$ cat src/rtl/warp_inst_sequencer_pkg.sv
// Shared configuration for the warp issue stage: default sizes and the FSM state type.
package warp_inst_sequencer_pkg;

   localparam int DEF_N_INST       = 16;
   localparam int DEF_MAX_WARP     = 4;
   localparam int DEF_WORK_BW      = 16;
   localparam int DEF_VDIM         = 4;
   localparam int DEF_MAX_INFLIGHT = 4;

   typedef enum logic [1:0] {
      IDLE  = 2'd0,
      ISSUE = 2'd1,
      DRAIN = 2'd2,
      DONE  = 2'd3
   } state_t;

endpackage

$ cat src/rtl/warp_inst_sequencer_inflight_counter.sv
// Saturating up/down counter of issued-but-uncommitted work items.
// Saturates at 0 and at MAX; at_cap looks one edge ahead so callers can act on it this cycle.
module warp_inst_sequencer_inflight_counter #(
   parameter int MAX = 4,
   parameter int CW  = $clog2(MAX + 1)
) (
   input  logic          clk,
   input  logic          rst_n,
   input  logic          inc,
   input  logic          dec,
   output logic [CW-1:0] count,
   output logic          at_cap
);

   logic          dec_ok;
   logic          inc_ok;
   logic [CW-1:0] count_nxt;

   always_comb begin
      dec_ok    = dec && (count != '0);
      inc_ok    = inc && ((count != CW'(MAX)) || dec_ok);
      count_nxt = count;
      if (inc_ok && !dec_ok) begin
         count_nxt = count + 1'b1;
      end else if (dec_ok && !inc_ok) begin
         count_nxt = count - 1'b1;
      end
      at_cap = (count_nxt == CW'(MAX));
   end

   always_ff @(posedge clk) begin
      if (!rst_n) begin
         count <= '0;
      end else begin
         count <= count_nxt;
      end
   end

   // A decrement with nothing outstanding means the producer lost track of a commit.
   underflow_commit : assert property (@(posedge clk) disable iff (!rst_n) !(dec && (count == '0)));

endmodule

$ cat src/rtl/warp_inst_sequencer.sv
// Issue stage: latches one warp descriptor, issues its instructions pc 0..n-1 under an
// inflight cap, and pulses done once every issued instruction has committed.
module warp_inst_sequencer
   import warp_inst_sequencer_pkg::*;
#(
   parameter int N_INST       = DEF_N_INST,
   parameter int MAX_WARP     = DEF_MAX_WARP,
   parameter int WBW          = DEF_WORK_BW,
   parameter int VDIM         = DEF_VDIM,
   parameter int MAX_INFLIGHT = DEF_MAX_INFLIGHT,
   parameter int INST_BW      = $clog2(N_INST + 1),
   parameter int WID_BW       = $clog2(MAX_WARP),
   parameter int IFL_BW       = $clog2(MAX_INFLIGHT + 1)
) (
   input  logic                      i_clk,
   input  logic                      i_rst,
   input  logic                      warp_rdy,
   output logic                      warp_ack,
   input  logic [WID_BW-1:0]         i_wid,
   input  logic [VDIM-1:0][WBW-1:0]  i_bofs,
   input  logic [VDIM-1:0][WBW-1:0]  i_aofs,
   input  logic [INST_BW-1:0]        i_ninst,
   output logic                      inst_rdy,
   input  logic                      inst_ack,
   output logic [INST_BW-1:0]        o_pc,
   output logic [WID_BW-1:0]         o_wid,
   output logic [VDIM-1:0][WBW-1:0]  o_bofs,
   output logic [VDIM-1:0][WBW-1:0]  o_aofs,
   input  logic                      inst_commit_dval,
   output logic                      done_dval,
   output logic [WID_BW-1:0]         o_done_wid,
   output state_t                    o_state,
   output logic [IFL_BW-1:0]         o_inflight
);

   // Handshakes: a transfer happens in any cycle where rdy && ack. The rdy side holds rdy
   // and its payload stable until it sees ack; the ack side may respond combinationally.

   state_t               state;
   logic [INST_BW-1:0]   ninst;
   logic                 issue_hs;
   logic                 last_issue;
   logic                 ifl_cap;

   assign warp_ack = i_rst && (state == IDLE) && warp_rdy;
   assign issue_hs = inst_rdy && inst_ack;
   assign o_state  = state;

   // One extra bit so that pc+1 == N_INST is representable rather than wrapping.
   assign last_issue = (({1'b0, o_pc} + (INST_BW + 1)'(1)) == {1'b0, ninst});

   warp_inst_sequencer_inflight_counter #(
      .MAX (MAX_INFLIGHT),
      .CW  (IFL_BW)
   ) inflight_counter (
      .clk    (i_clk),
      .rst_n  (i_rst),
      .inc    (issue_hs),
      .dec    (inst_commit_dval),
      .count  (o_inflight),
      .at_cap (ifl_cap)
   );

   always_ff @(posedge i_clk) begin
      if (!i_rst) begin
         state      <= IDLE;
         inst_rdy   <= 1'b0;
         done_dval  <= 1'b0;
         o_pc       <= '0;
         ninst      <= '0;
         o_wid      <= '0;
         o_bofs     <= '0;
         o_aofs     <= '0;
         o_done_wid <= '0;
      end else begin
         done_dval <= 1'b0;
         case (state)
            IDLE: begin
               if (warp_ack) begin
                  o_wid  <= i_wid;
                  o_bofs <= i_bofs;
                  o_aofs <= i_aofs;
                  ninst  <= i_ninst;
                  o_pc   <= '0;
                  if (i_ninst == '0) begin
                     state      <= DONE;
                     done_dval  <= 1'b1;
                     o_done_wid <= i_wid;
                  end else begin
                     state    <= ISSUE;
                     inst_rdy <= 1'b1;
                  end
               end
            end
            ISSUE: begin
               if (issue_hs) begin
                  if (last_issue) begin
                     inst_rdy <= 1'b0;
                     state    <= DRAIN;
                  end else begin
                     o_pc     <= o_pc + 1'b1;
                     inst_rdy <= !ifl_cap;
                  end
               end else if (!inst_rdy && !ifl_cap) begin
                  // Stalled on the cap: a commit has just made room.
                  inst_rdy <= 1'b1;
               end
            end
            DRAIN: begin
               if (o_inflight == '0) begin
                  state      <= DONE;
                  done_dval  <= 1'b1;
                  o_done_wid <= o_wid;
               end
            end
            DONE: begin
               state <= IDLE;
            end
            default: begin
               state <= IDLE;
            end
         endcase
      end
   end

endmodule
$ cat config.mk
export PLATFORM = sky130hd
export DESIGN_NAME = warp_inst_sequencer
export DESIGN_NICKNAME = d
export VERILOG_FILES = /design/src/rtl/warp_inst_sequencer_pkg.sv /design/src/rtl/warp_inst_sequencer_inflight_counter.sv /design/src/rtl/warp_inst_sequencer.sv
export SDC_FILE = /design/constraint.sdc
export NUM_CORES = 1
export LEC_CHECK = 0
export ABC_CLOCK_PERIOD_IN_PS = 2200
export CAP_MARGIN = 25
export CORE_MARGIN = 10
export CORE_UTILIZATION = 40
export DETAILED_ROUTE_END_ITERATION = 16
export GPL_TIMING_DRIVEN = 0
export PLACE_DENSITY = 0.91
export SYNTH_ARGS = -nofsm -noshare
export SYNTH_HDL_FRONTEND = slang
export SYNTH_SLANG_ARGS = --single-unit
$ cat constraint.sdc
create_clock -name i_clk -period 2.2 [get_ports i_clk]
set_input_delay 0.22 -clock i_clk [delete_from_list [all_inputs] [get_ports i_clk]]
set_output_delay 0.22 -clock i_clk [all_outputs]
set_load 0.005 [all_outputs]
==> run metrics, run 1 <==
status=finished, final reports clean; Worst Setup Path Type=reg -> out; drt total wl=21,500 um; top layer in use=met4; period utilization=0.925; Port-buffer cells=283; core box area=13,900 um2; Boundary Pins=285; Tightest Pin Transition=704 ps; final worst slack=165 ps; Die H=139 um; Post-Route Skew=9.70 ps; clock buffer count from CTS=17; max incr delay on CP=540 ps; CP delay by family, top=buffers and inverters; Final GP Congestion=0.847; Worst Hold Class=in -> reg; Synth Area per Inst=7.91 um2; wl on met1=8140 um; crit path max fanout=4; ant diodes=0; Die X=139 um; DR DRC count=0; post-synth cell types=43; Synth Cell Area=5670 um2; Worst Path Buf+Inv=2; post-layout net count=1,165; Peak supply drop=0.000710 V; vias in the first global route=6,014; H-tree levels=4; Design Power=10.0 mW; FMAX=0.491 GHz; area grow syn2layout=65.8%; Avg WL per Cell=17.8 um; WHS=150 ps; Crit-path slowest cell=clkdlybuf4s50_1; Detailed Place HPWL=16,200 um; TritonCTS clock tree=yes; Ys Warns=0; share of the synthesized area in the top cell type=0.526; # rows=43; clock root buffer=clkbuf_16; share of cells above drive strength 1=0.0505; leading cell type by number of instances after synthesis=nand2_1; r2r setup slk=220 ps; WP data arrival=1810 ps; Seq cells post-synth=149; Net Count, Synth=863; Clock transition at path regs=60 ps; Setup crit start kind=flip-flop; top cells by count, synth=nand2_1 (278), dfxtp_1 (149), a21oi_1 (138); largest net degree at the start of global routing=17; Slew Limit Headroom=0.530; global-route wire length before repair=32,800 um; Slew Limit Fails=0; main area contributors after synthesis=dfxtp_1 (53%), nand2_1 (18%), a21oi_1 (12%); Top FF cell, synth=dfxtp_1; Vias=6,119; Setup TNS=0 ps; Final Util=0.677; Synth area leader=dfxtp_1; DR iter-0 viols=421; placed cell area=8720 um2; post-synthesis sequential area ratio=0.526; final antenna-violating net count=0; Met2 Routed Length=10,800 um; initial antenna violation count=0; placed cells=1,179; final count of hold timing violations=0; die area=19,300 um2; Total Routing Usage GR=0.211; Cell Pwr Density=1070 nW/um2; worst skew pair latency=430 ps; total of max-cap violations=0; GRT overflow=0; RSZ-0062 raised after global routing=no; Vias/cell=5.06; # setup viols final=0; min Tclk post-route=2030 ps; Critical Path Sink Type=primary output; cell area after layout=9390 um2; Clock Path Buffers=2; Detail Route met3 WL=2120 um; Num Clock Sinks=149; Gate Count Post-Synth=716; pre-CTS setup slack=-175 ps; required time of the worst setup path=1980 ps; CP cell instances=inv_1 -> ha_1 -> and3_1 -> clkdlybuf4s50_1; Pre-Repair DR Iteration Count=5; starting density of the core=0.408; ys async rst share=0; number of synthesized flops with an enable pin=0; Finished Layout Cells=1,209; Pleak=3.54 nW
-- worst paths after layout --
check | end | from | cells past startpoint
max | warp_ack | o_state[0] | 4
min | o_state[1] | i_rst | 3
min reg2reg | o_bofs[39] | o_bofs[39] | 2
max reg2reg | o_bofs[46] | o_state[0] | 7
-- layer usage --
| layer | track usage | vias up |
|---|---|---|
| met5 | 0 | - |
| met4 | 0.0796 | 0 |
| met3 | 0.0979 | 37 |
| met2 | 0.364 | 257 |
| met1 | 0.217 | 2851 |
| li1 | - | 2974 |
-- power breakdown --
group | switching (mW) | internal, mW | leakage, nW
clock | 1.12 | 2.09 | 0.313
sequential | 0.270 | 3.16 | 1.22
combinational | 1.78 | 1.62 | 2.01
total | 3.17 | 6.88 | 3.54
-- tightest hold or removal path, cell delays in order --
cell     delay, ps
buf_2          160
nand2_1         90
mux2i_1         50
-- flip-flops by register name, summed over array words and instances, names as in the netlist --
name                    count
inst_rdy                    1
o_wid                       2
inflight_counter.count      3
o_state                     2
done_dval                   1
o_pc                        5
ninst                       5
o_done_wid                  2
o_bofs                     64
o_aofs                     64
-- layout make-up --
type	count	area, um2
plain buffers	47	199
clock buffers	22	474
clock inverters	8	171
fillers	1056	4490
inverters	8	30.0
multi-input cells	512	2480
flip-flops and latches	149	2980
well taps	180	225
repair buffers	283	2830
-- cell families after synthesis --
family,after synthesis,synth area share
flops,149,0.526
simple gates,315,0.221
mux,8,0.0148
xor+xnor,7,0.0108
fa+ha+maj,8,0.0172
compound gates,174,0.172
buf+inv,55,0.0378
-- timing repair --
action / CTS / global route
hold endpoints to repair: 0 / 0
hold buffers: 0 / 0
resized for setup: 3 / 15
buffers inserted: 0 / 0
endpoints found under the setup margin: 50 / 46
cloned: 0 / 0
-- cells in the final DEF (no fill, tap or decap), types with 3 or more instances in the layout --
| cell type | instances |
|---|---|
| a2111oi_0 | 3 |
| a21oi_1 | 138 |
| and2_1 | 4 |
| and3_1 | 3 |
| and4_1 | 3 |
| buf_1 | 7 |
| buf_2 | 4 |
| bufinv_16 | 5 |
| clkbuf_1 | 28 |
| clkbuf_16 | 17 |
| clkbuf_2 | 8 |
| clkbuf_8 | 3 |
| clkdlybuf4s50_1 | 283 |
| dfxtp_1 | 149 |
| ha_1 | 7 |
| inv_1 | 7 |
| mux2_2 | 3 |
| mux2i_1 | 5 |
| nand2_1 | 277 |
| nand2b_1 | 4 |
| nand3_1 | 6 |
| nor2_1 | 10 |
| o211ai_1 | 3 |
| o21ai_0 | 6 |
| xnor2_1 | 6 |
No activity file was read; power rests on OpenSTA's default activity.
==> inputs of run 2 (changes only) <==
- CORE_UTILIZATION: 40 -> 41
- SYNTH_HIERARCHICAL: unset -> 1
==> run metrics, run 2 <==
status=finished, final reports clean; FF/Latch Area=2990 um2 (about the same); Worst Setup Path Type=reg -> reg; die area=19,900 um2 (+2.9%); Peak supply drop=0.000513 V (-28%); min Tclk post-route=2060 ps (+22.4 ps); Slew Limit Headroom=0.630 (+0.0992); fillers=1,103 (+4.5%); Slew Limit Fails=0 (unchanged); # setup viols final=0 (unchanged); required time of the worst setup path=2540 ps (+560 ps); max incr delay on CP=530 ps (about the same); clock root buffer=clkbuf_16; worst hold start=i_bofs[37]; H-tree levels=4 (unchanged); Reg2Reg Depth=6 (-1); share of the synthesized area in the top cell type=0.497 (-0.0295); top cells by count, synth=nand2_1 (282), dfxtp_1 (149), a21boi_0 (136); GRT overflow=0 (unchanged); Worst Hold Class=in -> reg; Die X=141 um (+1.4%); clock buffer count from CTS=17 (unchanged); post-synth cell types=47 (+9.3%); placed cells=1,184 (+0.42%); commonest cells after routing, fill and taps aside=clkdlybuf4s50_1 (284), nand2_1 (281), dfxtp_1 (147), a21boi_0 (136), clkbuf_1 (33); Synth Cell Area=6000 um2 (+5.9%); Pre-Repair DR Iteration Count=5 (unchanged); main area contributors after synthesis=dfxtp_1 (50%), nand2_1 (18%), a21boi_0 (17%); crit path max fanout=9 (+5); placed cell area=9080 um2 (+4.0%); vias in the first global route=6,050 (+0.60%); Net Count, Synth=864 (+0.12%); Setup crit start kind=flip-flop; drt total wl=21,400 um (-0.90%); # rows=44 (+2.3%); Port-buffer cells=284 (+0.35%); Pleak=3.66 nW (+3.4%); Seq cells post-synth=149 (unchanged); r2r setup slk=140 ps (-80 ps); RSZ-0062 raised after global routing=no; Die H=141 um (+1.4%); total of max-cap violations=0 (unchanged); Post-Route Skew=5.80 ps (-3.90 ps); period utilization=0.935 (+0.0102); Tightest Pin Transition=551 ps (-153 ps); Boundary Pins=285 (unchanged); area of the multi-input gates=2810 um2 (+13%); Critical Path Sink Type=flip-flop; Ys Warns=6 (+6); Synth Area per Inst=8.38 um2 (+5.9%); worst hold stages=3 (unchanged); share of cells above drive strength 1=0.0524 (+0.00189); FMAX=0.486 GHz (-1.1%); origin of the critical flop-to-flop path=o_pc[0]; setup bufs post-CTS=0 (unchanged); starting density of the core=0.416 (+0.00797); post-layout net count=1,165 (unchanged); final count of hold timing violations=0 (unchanged); largest net degree at the start of global routing=19 (+2); DR DRC count=0 (unchanged); core box area=14,400 um2 (+3.9%); cell area after layout=9730 um2 (+3.6%); Gate Count Post-Synth=716 (unchanged); Crit-path slowest cell=or4_4; final antenna-violating net count=0 (unchanged); Cell Pwr Density=997 nW/um2 (-6.8%); TritonCTS clock tree=yes; initial antenna violation count=0 (unchanged); Finished Layout Cells=1,214 (+0.41%); number of synthesized flops with an enable pin=0 (unchanged); Num Clock Sinks=149 (unchanged); commonest non-fill, non-tap cell in the layout=clkdlybuf4s50_1; Final GP Congestion=0.866 (+2.2%); ant diodes=0 (unchanged); worst r2r dst=o_state[0]; Top FF cell, synth=dfxtp_1; leading cell type by number of instances after synthesis=nand2_1; global-route wire length before repair=32,900 um (+0.55%); Synth area leader=dfxtp_1; WP data arrival=2400 ps (+590 ps); post-synthesis sequential area ratio=0.497 (-0.0295); worst skew pair latency=410 ps (-20 ps); Clock transition at path regs=60 ps (about the same); DR iter-0 viols=236 (-44%); CP cell instances=ha_1 -> xnor2_1 -> nand3_1 -> or4_4 -> a21oi_4 -> mux2i_1; Vias=5,955 (-2.7%); Total Routing Usage GR=0.208 (-0.00215); ys async rst share=0 (unchanged); biggest regs=o_aofs: 64 flops, o_bofs: 64 flops; Vias/cell=4.91 (-3.1%); Worst Hold Path EP=o_bofs[37]; Avg WL per Cell=17.6 um (-1.3%); area grow syn2layout=62.1%; Detailed Place HPWL=16,600 um (+2.6%); Clock Path Buffers=2 (unchanged)
[run 2: worst max-delay path by stage]
stage / startpoint / end / cells after the start / slack, ps
after floorplan: inflight_counter/count[0] / inst_rdy / 9 / 280
after global placement: o_state[0] / o_aofs[38] / 8 / -160
after detailed placement: o_state[0] / o_aofs[8] / 8 / -280
after CTS: inflight_counter/count[1] / inst_rdy / 9 / 30
after global routing: o_pc[0] / o_state[1] / 6 / 5
final: o_pc[0] / o_state[0] / 6 / 140
[run 2: worst max-delay path: cells and delay by family, from the launching register on]
family	cells	cell delay, ps
and+or+nand+nor	2	640
DFF	1	490
adders and majority gates	1	310
AOI/OAI and AO/OA	1	200
muxes	1	200
xor gates and xnor gates	1	140
[run 2: logic make-up (layout without fill, tap and decap cells)]
logic type	after synthesis	in the layout	synth area share
and+or+nand+nor	321	321	0.215
buffers and inverters	56	370	0.0373
muxes	4	4	0.00667
xor gates and xnor gates	8	8	0.0140
adders and majority gates	8	8	0.0167
DFF	149	149	0.497
AOI/OAI and AO/OA	170	170	0.214
[run 2: report_power, final]
| group | total (mW) | internal (mW) | switching, mW |
|---|---|---|---|
| combinational | 3.08 | 1.58 | 1.50 |
| sequential | 3.47 | 3.18 | 0.291 |
| clock | 3.15 | 2.00 | 1.15 |
[run 2: metal layers]
layer / GRT usage / wire [um] / vias to the layer above
li1: - / - / 2961
met1: 0.226 / 8430 / 2728
met2: 0.355 / 10300 / 249
met3: 0.100 / 2350 / 17
met4: 0.0560 / 276 / 0
met5: 0 / 0 / -
[run 2: cell type report]
class                   instances  area share
flip-flops and latches        149       0.307
plain buffers                  46      0.0202
multi-input cells             511       0.288
clock inverters                11      0.0175
inverters                       8     0.00309
well taps                     184      0.0237
clock buffers                  21      0.0483
repair buffers                284       0.292
[run 2: stage by stage]
step / setup TNS, ps / hold WS [ps] / total power [mW] / util / worst slack (ps)
floorplan: 0 / 342 / 4.87 / - / 276
global placement: -6180 / 449 / 6.49 / 0.629 / -160
detailed placement: -10630 / 456 / 6.58 / 0.629 / -276
CTS: 0 / 341 / 9.75 / 0.674 / 27.3
global route: 0 / 356 / 10.3 / 0.675 / 5.04
finish: 0 / 360 / 9.70 / 0.675 / 143
[run 2: repair_timing]
action / 4_1_cts / 5_1_grt
cloned: 0 / 0
endpoints found under the setup margin: 51 / 49
hold buffers: 0 / 0
resized for setup: 7 / 7
==> inputs of run 3 (changes only) <==
==> constraint.sdc (replaced) <==
create_clock -name i_clk -period 2.2 [get_ports i_clk]
set_input_delay 0.55 -clock i_clk [delete_from_list [all_inputs] [get_ports i_clk]]
set_output_delay 0.55 -clock i_clk [all_outputs]
set_load 0.005 [all_outputs]
==> run metrics, run 3 (synthesis results as in run 2) <==
status=finished, final reports clean; FMAX=0.462 GHz (-4.9%); Slew Limit Headroom=0.616 (-0.0140); WHS=460 ps (+99.6 ps); Slew Limit Fails=0 (unchanged); core box area=14,400 um2 (unchanged); # setup viols final=0 (unchanged); Boundary Pins=285 (unchanged); Avg WL per Cell=17.6 um (about the same); net switching power=2.97 mW (+1.0%); Critical Path Sink Type=flip-flop; GRT overflow=0 (unchanged); clock root buffer=clkbuf_16; Vias/cell=4.91 (about the same); period utilization=0.983 (+0.0479); cell area after layout=9780 um2 (+0.50%); final count of hold timing violations=0 (unchanged); initial antenna violation count=0 (unchanged); Worst Hold Class=reg -> reg; # rows=44 (unchanged); Setup crit start kind=input port; Peak supply drop=0.000513 V (about the same); min Tclk post-route=2160 ps (+105 ps); Reg power frac=0.356 (-0.002); crit path max fanout=10 (+1); area grow syn2layout=62.9%; die area=19,900 um2 (unchanged); Post-Route Skew=6.51 ps (+0.707 ps); DR iter-0 viols=258 (+9.3%); DR DRC count=0 (unchanged); Pre-Repair DR Iteration Count=4 (-1); global-route wire length before repair=33,000 um (+0.13%); Switching Share=0.305 (+0.00117); biggest regs=o_aofs: 64 flops, o_bofs: 64 flops; drt total wl=21,400 um (+0.26%); largest net degree at the start of global routing=17 (-2); Die X=141 um (unchanged); clock buffer count from CTS=17 (unchanged); Worst Setup Path Type=in -> reg; max incr delay on CP=500 ps (-30 ps); Port-buffer cells=284 (unchanged); Pleak=3.69 nW (+0.79%); CP delay by family, top=buffers and inverters; ant diodes=0 (unchanged); commonest cells after routing, fill and taps aside=nand2_1 (282), clkdlybuf4s50_1 (281), dfxtp_1 (146), a21boi_0 (136), clkbuf_1 (31); TritonCTS clock tree=yes; Internal=6.79 mW (+0.47%); Final GP Congestion=0.866 (unchanged); H-tree levels=4 (unchanged); Worst Path Buf+Inv=2 (+2); worst skew pair latency=420 ps (about the same); Crit-path slowest cell=clkdlybuf4s50_1; share of cells above drive strength 1=0.0601 (+0.00765); combinational share of power=0.321 (+0.003); Clock transition at path regs=60 ps (about the same); FF/Latch Area=2990 um2 (about the same); Die H=141 um (unchanged); final antenna-violating net count=0 (unchanged); starting density of the core=0.416 (unchanged); WP data arrival=2470 ps (+70 ps); vias in the first global route=6,060 (+0.17%); commonest non-fill, non-tap cell in the layout=nand2_1; Clock Path Buffers=2 (unchanged); total of max-cap violations=0 (unchanged); Cell Pwr Density=998 nW/um2 (+0.13%); Detailed Place HPWL=16,600 um (unchanged); Vias=5,969 (+0.24%); area of the multi-input gates=2830 um2 (+0.85%); fillers=1,101 (-0.18%); post-layout net count=1,167 (+0.17%); Clock power frac=0.323 (about the same); CP cell instances=clkdlybuf4s50_1 -> and2_4 -> buf_6 -> xnor2_1 -> a221oi_2 -> xnor2_1 -> and3_4 -> a21oi_1 -> a21oi_1 -> and3b_1; Total Routing Usage GR=0.209 (+0.000211); Num Clock Sinks=149 (unchanged); required time of the worst setup path=2500 ps (-40 ps); Tightest Pin Transition=572 ps (+20.8 ps); placed cell area=9080 um2 (unchanged)
==> run 3: final cells by class <==
class / count / area share
sequential: 149 / 0.305
timing repair buffer: 285 / 0.291
multi-input combinational: 511 / 0.289
clock buffer: 21 / 0.0481
tap: 184 / 0.0235
buffer: 47 / 0.0221
clock inverter: 11 / 0.0174
inverter: 8 / 0.00307
==> run 3: worst reg2reg max path: stages (launching register included) <==
cell and delay, ps:
dfxtp_1 490, ha_1 310, xnor2_1 140, nand3_1 110, or4_4 540, a21oi_4 200, mux2i_1 200
==> run 3: what timing repair did <==
action                                  in CTS  in global routing
endpoints found under the hold margin        0                  0
pin swaps                                    2                  5
gates cloned                                 0                  0
hold buffers                                 0                  0
endpoints found under the setup margin      52                 33
setup buffers                                1                  0
resized for setup                           18                 13
==> run 3: stage by stage <==
step / setup slack [ps] / total power, mW / TNS (ps) / utilization / instances
2_1_floorplan: 155 / 4.87 / 0 / - / 716
3_3_place_gp: -757 / 6.49 / -26380 / 0.629 / 1184
3_5_place_dp: -715 / 6.58 / -30760 / 0.629 / 1184
4_1_cts: 16.7 / 9.79 / 0 / 0.676 / 1216
5_1_grt: -30.1 / 10.3 / -30.1 / 0.678 / 1216
6_report: 37.4 / 9.76 / 0 / 0.678 / 1216
==> run 3: layer usage <==
layer | vias to the layer above | part of all wire | global-route usage
li1 | 2958 | - | -
met1 | 2747 | 0.40 | 0.226
met2 | 247 | 0.48 | 0.356
met3 | 17 | 0.11 | 0.100
met4 | 0 | 0.013 | 0.0560
met5 | - | 0 | 0
==> run 3: worst paths after layout <==
| path | start | end | slack [ps] | depth (start not counted) |
|---|---|---|---|---|
| worst max register to register | o_pc[0] | o_state[0] | 140 | 6 |
| worst max-delay path | inst_ack | inst_rdy | 40 | 10 |
| worst min-delay path | o_bofs[28] | o_bofs[28] | 460 | 2 |
| worst min register to register | o_bofs[28] | o_bofs[28] | 460 | 2 |
==> run 3: power groups by stage <==
stage / Combinational, mW / Clock [mW] / Sequential, mW
floorplan: 1.35 / 0 / 3.53
global placement: 3.00 / 0 / 3.49
detailed placement: 3.05 / 0 / 3.52
CTS: 3.13 / 3.19 / 3.47
global route: 3.48 / 3.32 / 3.53
finish: 3.14 / 3.15 / 3.48
